`src/rtl/lbdr_dr.sv`:
```
// LBDR routing unit with deroute, packet-sticky port requests and flit-protocol checks.
// Ports: clk/rst, empty, flit_id, dst_addr, *_rst config inputs, N/E/W/S/Lport, deroute, route_err, proto_err, busy.
module lbdr_dr #(
  parameter int COORD_W = 2,
  parameter bit DR_EN   = 1'b1
) (
  input  logic                 clk,
  input  logic                 rst,
  input  logic                 empty,
  input  logic [2:0]           flit_id,
  input  logic [2*COORD_W-1:0] dst_addr,
  input  logic [2*COORD_W-1:0] cur_addr_rst,
  input  logic [7:0]           Rxy_rst,
  input  logic [3:0]           Cx_rst,
  input  logic [7:0]           dr_rst,
  output logic                 Nport,
  output logic                 Eport,
  output logic                 Wport,
  output logic                 Sport,
  output logic                 Lport,
  output logic                 deroute,
  output logic                 route_err,
  output logic                 proto_err,
  output logic                 busy
);

  localparam int AW = 2 * COORD_W;

  typedef enum logic {IDLE, ACTIVE} state_t;

  logic [AW-1:0] cur_q;
  logic [7:0]    rxy_q;
  logic [3:0]    cx_q;
  logic [7:0]    dr_q;

  state_t        state_q;
  logic [4:0]    port_q;
  logic          der_q;
  logic          rerr_q;
  logic          perr_q;
  logic          busy_q;

  always_ff @(posedge clk) begin
    if (rst) begin
      cur_q <= cur_addr_rst;
      rxy_q <= Rxy_rst;
      cx_q  <= Cx_rst;
      dr_q  <= dr_rst;
    end
  end

  logic [COORD_W-1:0] yc, xc, yd, xd;
  logic n1, s1, e1, w1;
  logic mn, me, mw, ms, loc;

  assign yc = cur_q[AW-1:COORD_W];
  assign xc = cur_q[COORD_W-1:0];
  assign yd = dst_addr[AW-1:COORD_W];
  assign xd = dst_addr[COORD_W-1:0];

  assign n1 = yd < yc;
  assign s1 = yc < yd;
  assign e1 = xc < xd;
  assign w1 = xd < xc;

  assign mn = ((n1 & ~e1 & ~w1) | (n1 & e1 & rxy_q[0])
             | (n1 & w1 & rxy_q[1])) & cx_q[0];
  assign me = ((e1 & ~n1 & ~s1) | (e1 & n1 & rxy_q[2])
             | (e1 & s1 & rxy_q[3])) & cx_q[1];
  assign mw = ((w1 & ~n1 & ~s1) | (w1 & n1 & rxy_q[4])
             | (w1 & s1 & rxy_q[5])) & cx_q[2];
  assign ms = ((s1 & ~e1 & ~w1) | (s1 & e1 & rxy_q[6])
             | (s1 & w1 & rxy_q[7])) & cx_q[3];
  assign loc = (dst_addr == cur_q);

  // Port index order is N=0, E=1, W=2, S=3, L=4 so that a deroute
  // code selects both its Cx bit and its output bit directly.
  logic [1:0] pdir;
  logic [1:0] code;
  logic [3:0] dr_oh;
  logic [4:0] rt_ports;
  logic       rt_der;
  logic       rt_err;

  always_comb begin
    pdir     = n1 ? 2'd0 : s1 ? 2'd3 : e1 ? 2'd1 : 2'd2;
    code     = 2'd0;
    case (pdir)
      2'd0:    code = dr_q[1:0];
      2'd1:    code = dr_q[3:2];
      2'd2:    code = dr_q[5:4];
      default: code = dr_q[7:6];
    endcase
    dr_oh    = 4'b0001 << code;
    rt_ports = 5'b0;
    rt_der   = 1'b0;
    rt_err   = 1'b0;
    if (loc) begin
      rt_ports = 5'b10000;
    end else if (mn | me | mw | ms) begin
      rt_ports = {1'b0, ms, mw, me, mn};
    end else if (DR_EN && cx_q[code]) begin
      rt_ports = {1'b0, dr_oh};
      rt_der   = 1'b1;
    end else begin
      rt_err   = 1'b1;
    end
  end

  always_ff @(posedge clk) begin
    if (rst) begin
      state_q <= IDLE;
      port_q  <= 5'b0;
      der_q   <= 1'b0;
      rerr_q  <= 1'b0;
      perr_q  <= 1'b0;
      busy_q  <= 1'b0;
    end else begin
      rerr_q <= 1'b0;
      perr_q <= 1'b0;
      // A single-flit packet only owns the ports for one cycle.
      if (state_q == IDLE) begin
        port_q <= 5'b0;
        der_q  <= 1'b0;
      end
      if (!empty) begin
        case (flit_id)
          3'b001: begin
            perr_q  <= (state_q == ACTIVE);
            port_q  <= rt_ports;
            der_q   <= rt_der;
            rerr_q  <= rt_err;
            state_q <= ACTIVE;
            busy_q  <= 1'b1;
          end
          3'b101: begin
            perr_q  <= (state_q == ACTIVE);
            port_q  <= rt_ports;
            der_q   <= rt_der;
            rerr_q  <= rt_err;
            state_q <= IDLE;
            busy_q  <= 1'b0;
          end
          3'b010: begin
            perr_q <= (state_q == IDLE);
          end
          3'b100: begin
            if (state_q == IDLE) begin
              perr_q <= 1'b1;
            end else begin
              port_q  <= 5'b0;
              der_q   <= 1'b0;
              state_q <= IDLE;
              busy_q  <= 1'b0;
            end
          end
          default: begin
            perr_q <= 1'b1;
          end
        endcase
      end
    end
  end

  assign Nport     = port_q[0];
  assign Eport     = port_q[1];
  assign Wport     = port_q[2];
  assign Sport     = port_q[3];
  assign Lport     = port_q[4];
  assign deroute   = der_q;
  assign route_err = rerr_q;
  assign proto_err = perr_q;
  assign busy      = busy_q;

endmodule

```
`config.mk`:
```
export PLATFORM = sky130hd
export DESIGN_NAME = lbdr_dr
export DESIGN_NICKNAME = d
export VERILOG_FILES = /design/src/rtl/lbdr_dr.sv
export SDC_FILE = /design/constraint.sdc
export NUM_CORES = 1
export LEC_CHECK = 0
export BUFFER_PORTS_ARGS = -buffer_cell sky130_fd_sc_hd__buf_2
export CORE_AREA = 2 2 50 71
export CTS_CLUSTER_SIZE = 12
export DETAILED_ROUTE_END_ITERATION = 6
export DIE_AREA = 0 0 52 73
export PLACE_DENSITY = 0.76
export SETUP_SLACK_MARGIN = 0.5
export SYNTH_ARGS = -nofsm -noshare
export SYNTH_HDL_FRONTEND = slang
export SYNTH_SLANG_ARGS = --single-unit
```
`constraint.sdc`:
```
create_clock -name clk -period 5.6 [get_ports clk]
set_input_delay 0.56 -clock clk [delete_from_list [all_inputs] [get_ports clk]]
set_output_delay 0.56 -clock clk [all_outputs]
set_load 0.05 [all_outputs]
```
[Yosys cells after proc, flatten, opt, wreduce, memory -nomap -nowiden]
Cells that the tools add are included.
Word-level totals
  input port bits: 34
  output and inout port bits: 9
  bits in registers: 34
  word-level logic and storage cells: 101
Operators by class
  $lt $le $gt $ge: 5
  bitwise logic cells: 42
  multiplexer cells: 26
  equality and inequality tests: 8
  shift operators: 1
  reduce and logical (&&, ||, !) cells: 9
Operators by type and width (number)
  $and 1x1->1: 24
  $mux 5: 4
  $or 1x1->1: 11
  $mux 1: 10
  $pmux 5 s2: 1
  $lt 2x2->1: 4
  $mux 4: 2
  $not 1->1: 7
  $eq 3x3->1 const B: 2
  $mux 2: 3
  $pmux 1 s3: 2
  $pmux 2 s3: 1
  $reduce_or 2->1: 3
  $reduce_or 5->1: 1
  $eq 4x4->1: 1
  $pmux 1 s2: 2
  $shl 1x2->4 const A: 1
  $eq 3x1->1 const B: 1
  $eq 3x2->1 const B: 1
  $lt 2x3->1 const B: 1
  $reduce_and 3->1: 1
  $reduce_bool 3->1: 1
  $bmux 1 s2: 1
  $eq 2x1->1 const B: 1
  other kinds (5): 5

[Longest topological paths before layout]
  depth after elaboration: 14
  depth in mapped cells: 9

[Worst setup path before layout]
Ideal clock, no wire load.
  kind: input to register
  from: input port dst_addr[0]
  to: register der_q (netlist: deroute)
  required time: 5.483 ns
  data arrival time: 2.661 ns
  cell stages on the path: 8
  path slack: 2.822 ns
  cell sequence: inv_1 ha_1 nand2_1 nand2_1 or2_1 a222oi_1 mux4_1 a22o_1
On the way
  word-level cells in the longest chain between the ends: 14
Ends and longest elaborated chain
  start: declaration: line 11  | input logic [2*COORD_W-1:0] dst_addr,
  parallel branches: the longest is 11 deep, another holds $lt 2x2->1
  $mux 1 (*): line 98  | if (loc) begin
  $pmux 1 s2 (*): line 127  | case (flit_id)
  $mux 1 (*): line 126  | if (!empty) begin
  end signal: assignment: line 131  | der_q <= rt_der;
  end signal: assignment: line 139  | der_q <= rt_der;
  end: declaration: line 38  | logic der_q;
Mark *: on every way between the ends. The select of a mux whose other input is x is not followed.
A chain may end at the register's enable or synchronous reset.

[Worst setup path in the final report]
  from: input port dst_addr[1]
  to: register der_q (netlist: deroute)
Same word-level chain as after synthesis.

==> metrics.md <==
| Metric | Value |
|---|---|
| CTS max path bufs | 2 |
| Crit path depth | 8 |
| RSZ-0062 raised after global routing | no |
| Slowest cell on the critical path | a222oi_1 |
| Synth Cell Area | between 1500 and 2000 µm² |
| Std cell rows | 25 |
| Placed cell area | 1840 µm² |
| Ys async rst share | 0 |
| Most common flop cell mapped by yosys | edfxtp_1 |
| Total iterations of the first detailed-routing run | 4 |
| FILL cells | between 200 and 300 |
| CP Cell Sequence | buf_2 -> ha_1 -> nand2_1 -> nand2_1 -> or2_1 -> a222oi_1 -> mux4_1 -> a22o_1 |
| Post_cts resized | 0 |
| Antenna violations before repair | 0 |
| Setup TNS | 0 ns |
| Total grt overflow | 0 |
| DRC | 0 |
| Final #Nets | roughly 220 |
| Outcome | completed |
| Die ar. | roughly 3800 µm² |
| Data required, critical path | ~5.8 ns |
| Total Wirelength | 3360 µm |
| Initial DRC count | 50 |
| GRT Util Overall | 0.198 |
| Worst Hold Class | in2reg |
| Number of port buffers | 42 |
| Global-route wire length before repair | about 5400 µm |
| Grt met3 use | 0.0492 |
| Met1 usage | 0.200 |
| CTS buffer count | 5 |
| Yosys top cell by area | edfxtp_1 |
| Antenna viol nets, final | 0 |
| WHS Endpoint | rxy_q[6] |
| Hold Startpoint | Rxy_rst[6] |
| Worst slew pin tran | just over 0.8 ns |
| Reg2Reg Depth | 7 |
| Final instance area | 1930 µm² |
| Reg2reg setup slack | 2.66 ns |
| CP delay by family, top | compound AO/OA/AOI/OAI gates |
| Number of max-cap violations | 0 |
| Final setup vio count | 0 |
| CP peak stage delay | 0.70 ns |
| Leak pwr | roughly 0.83 nW |
| TritonCTS Sinks | 34 |
| Cells taking the most area after synthesis | edfxtp_1 (45%), dfxtp_1 (13%), nor2_1 (3.3%) |
| Die Y | 73 µm |
| Fmax achieved | about 0.34 GHz |
| Initial Utilization | 0.493 |
| Core ar. | around 3200 µm² |
| Cell with the most instances after synthesis | edfxtp_1 |
| RD Place Congestion | ~0.9 |
| Startpoint Class | input pin |
| Die W | 52 µm |
| FF+latch area | approximately 900 µm² |
| Layout cells sized above 1 | 0.290 |
| Max FO, Critical Path | 6 |
| Crit-path most repeated cell | nand2_1 |
| Max-slew violations | 0 |
| CTS tree | done |
| EDFF count, synth | 24 |
| Syn_nets | approximately 180 |
| Via density | ~5.7 |
| Clk_lat worst skew | around 0.28 ns |
| Area growth syn-to-layout | 21.2% |
| CTS clock-pin slew for the worst setup and hold paths | ~0.06 ns |
| Skew final | about 0.0034 ns |
| Pwr dens | 291 nW/µm² |
| Critical Path AT | 3.14 ns |
| Num ports | 43 |
| Crit share post-route | 0.530 |
| Crit. End Element | flip-flop |
| Number of global-route vias before repair | between 1k and 1.5k |
| Crit path buf inv count | 1 |
| Postcts setup bufs | 0 |
| Syn_area_per_cell | ~12 µm² |
| Met2 Usage GRT | 0.354 |
| Post-synthesis register bit count | 34 |
| Sequential fraction of the synthesis area | 0.580 |
| Hold depth | 1 |
| Clk root buf | clkbuf_8 |
| Hold Fails Final Rpt | 0 |
| Detailed Place HPWL | ~2500 µm |
| Syn Inst Count | 137 |
| Grt peak-use layer | met2 |
| Tmin final | between 2 and 3 ns |
| Htree depth | 2 |
| Synth cell types | ~50 |
| R2R Path End | deroute |
| Hold buffers post-CTS | 0 |
| YS warnings | 0 |
| Multi-input logic area | 622 µm² |
| Worst R2R Start | cur_q[0] |
| Relative slew margins | 0.449 |
| Yosys top cell area share | 0.454 |
| Routed WL per cell | ~15 µm |
| Vias | 1,290 |
| Leading cell types by count after synthesis | edfxtp_1 (24), nor2_1 (14), dfxtp_1 (10), inv_1 (10), nand2_1 (10) |
| VDD IR max | 0.255 mV |
| Largest net degree at the start of global routing | 32 |
| N_diodes | 0 |
| CP Class | in2reg |
[worst max-delay path by stage]
stage,start,to,slack [ns]
2_1_floorplan,dst_addr[0],deroute,2.82
3_3_place_gp,dst_addr[1],deroute,2.54
3_5_place_dp,dst_addr[1],deroute,2.46
4_1_cts,dst_addr[1],deroute,2.69
5_1_grt,cur_q[1],deroute,2.41
6_report,dst_addr[1],deroute,2.63
[report_power, final]
part | switching [W] | internal [W] | total, W
logic | 0.0000585 | 0.0000392 | 0.0000977
registers | 0.00000884 | 0.000288 | 0.000297
clock network | 0.0000810 | 0.0000852 | 0.000166
[placed cells by master (no fill, tap or decap), drive strengths merged, types with 2 or more instances in the layout]
cell	instances
buf	42
edfxtp	24
nor2	14
nand2	11
inv	10
dfxtp	10
clkbuf	6
a21oi	5
o21ai	5
ha	4
and2	3
a211oi	3
nor2b	3
nand2b	3
clkinv	3
a22oi	2
nor3	2
o211a	2
o21a	2
o211ai	2
a21o	2
o31ai	2
a41o	2
or2	2
[layer usage]
| layer | vias up | share of wire |
|---|---|---|
| li1 | 616 | - |
| met4 | 0 | 0.039 |
| met2 | 57 | 0.54 |
| met3 | 15 | 0.070 |
| met1 | 602 | 0.35 |
| met5 | - | 0 |
[logic make-up (layout without fill, tap and decap cells)]
group                    count (synthesis)  count (layout)  share of synthesized area
AND/OR/NAND/NOR                         45              45                      0.144
flip-flops                              34              34                      0.580
buffers and inverters                   12              61                     0.0291
adder cells (fa/ha/maj)                  4               4                     0.0315
AO/OA/AOI/OAI                           39              39                      0.187
multiplexers                             2               2                     0.0236
XOR/XNOR                                 1               1                    0.00551
[flip-flops by register name (all words and copies together), names as in the netlist]
name	cells
busy	1
cur_q	4
cx_q	4
deroute	1
dr_q	8
port_q	5
proto_err	1
route_err	1
rxy_q	8
state_q	1
[through the flow]
step | std cells | hold WS, ns | util | power [W] | setup slack [ns]
after detailed placement | 218 | 0.462 | 0.572 | 0.000397 | 2.46
after global routing | 226 | 0.441 | 0.598 | 0.000586 | 2.41
after floorplan | 137 | 0.474 | - | 0.000361 | 2.82
final | 226 | 0.448 | 0.598 | 0.000560 | 2.63
after CTS | 226 | 0.440 | 0.598 | 0.000565 | 2.69
after global placement | 218 | 0.459 | 0.572 | 0.000392 | 2.54
[cell type report]
type / count / area share
flip-flops and latches: 34 / 0.478
multi-input cells: 91 / 0.323
repair buffers: 42 / 0.109
clock buffers: 6 / 0.0377
well taps: 40 / 0.0260
clock inverters: 2 / 0.00455
inverters: 11 / 0.0214
Note: power is estimated with default switching activity, not from simulation.
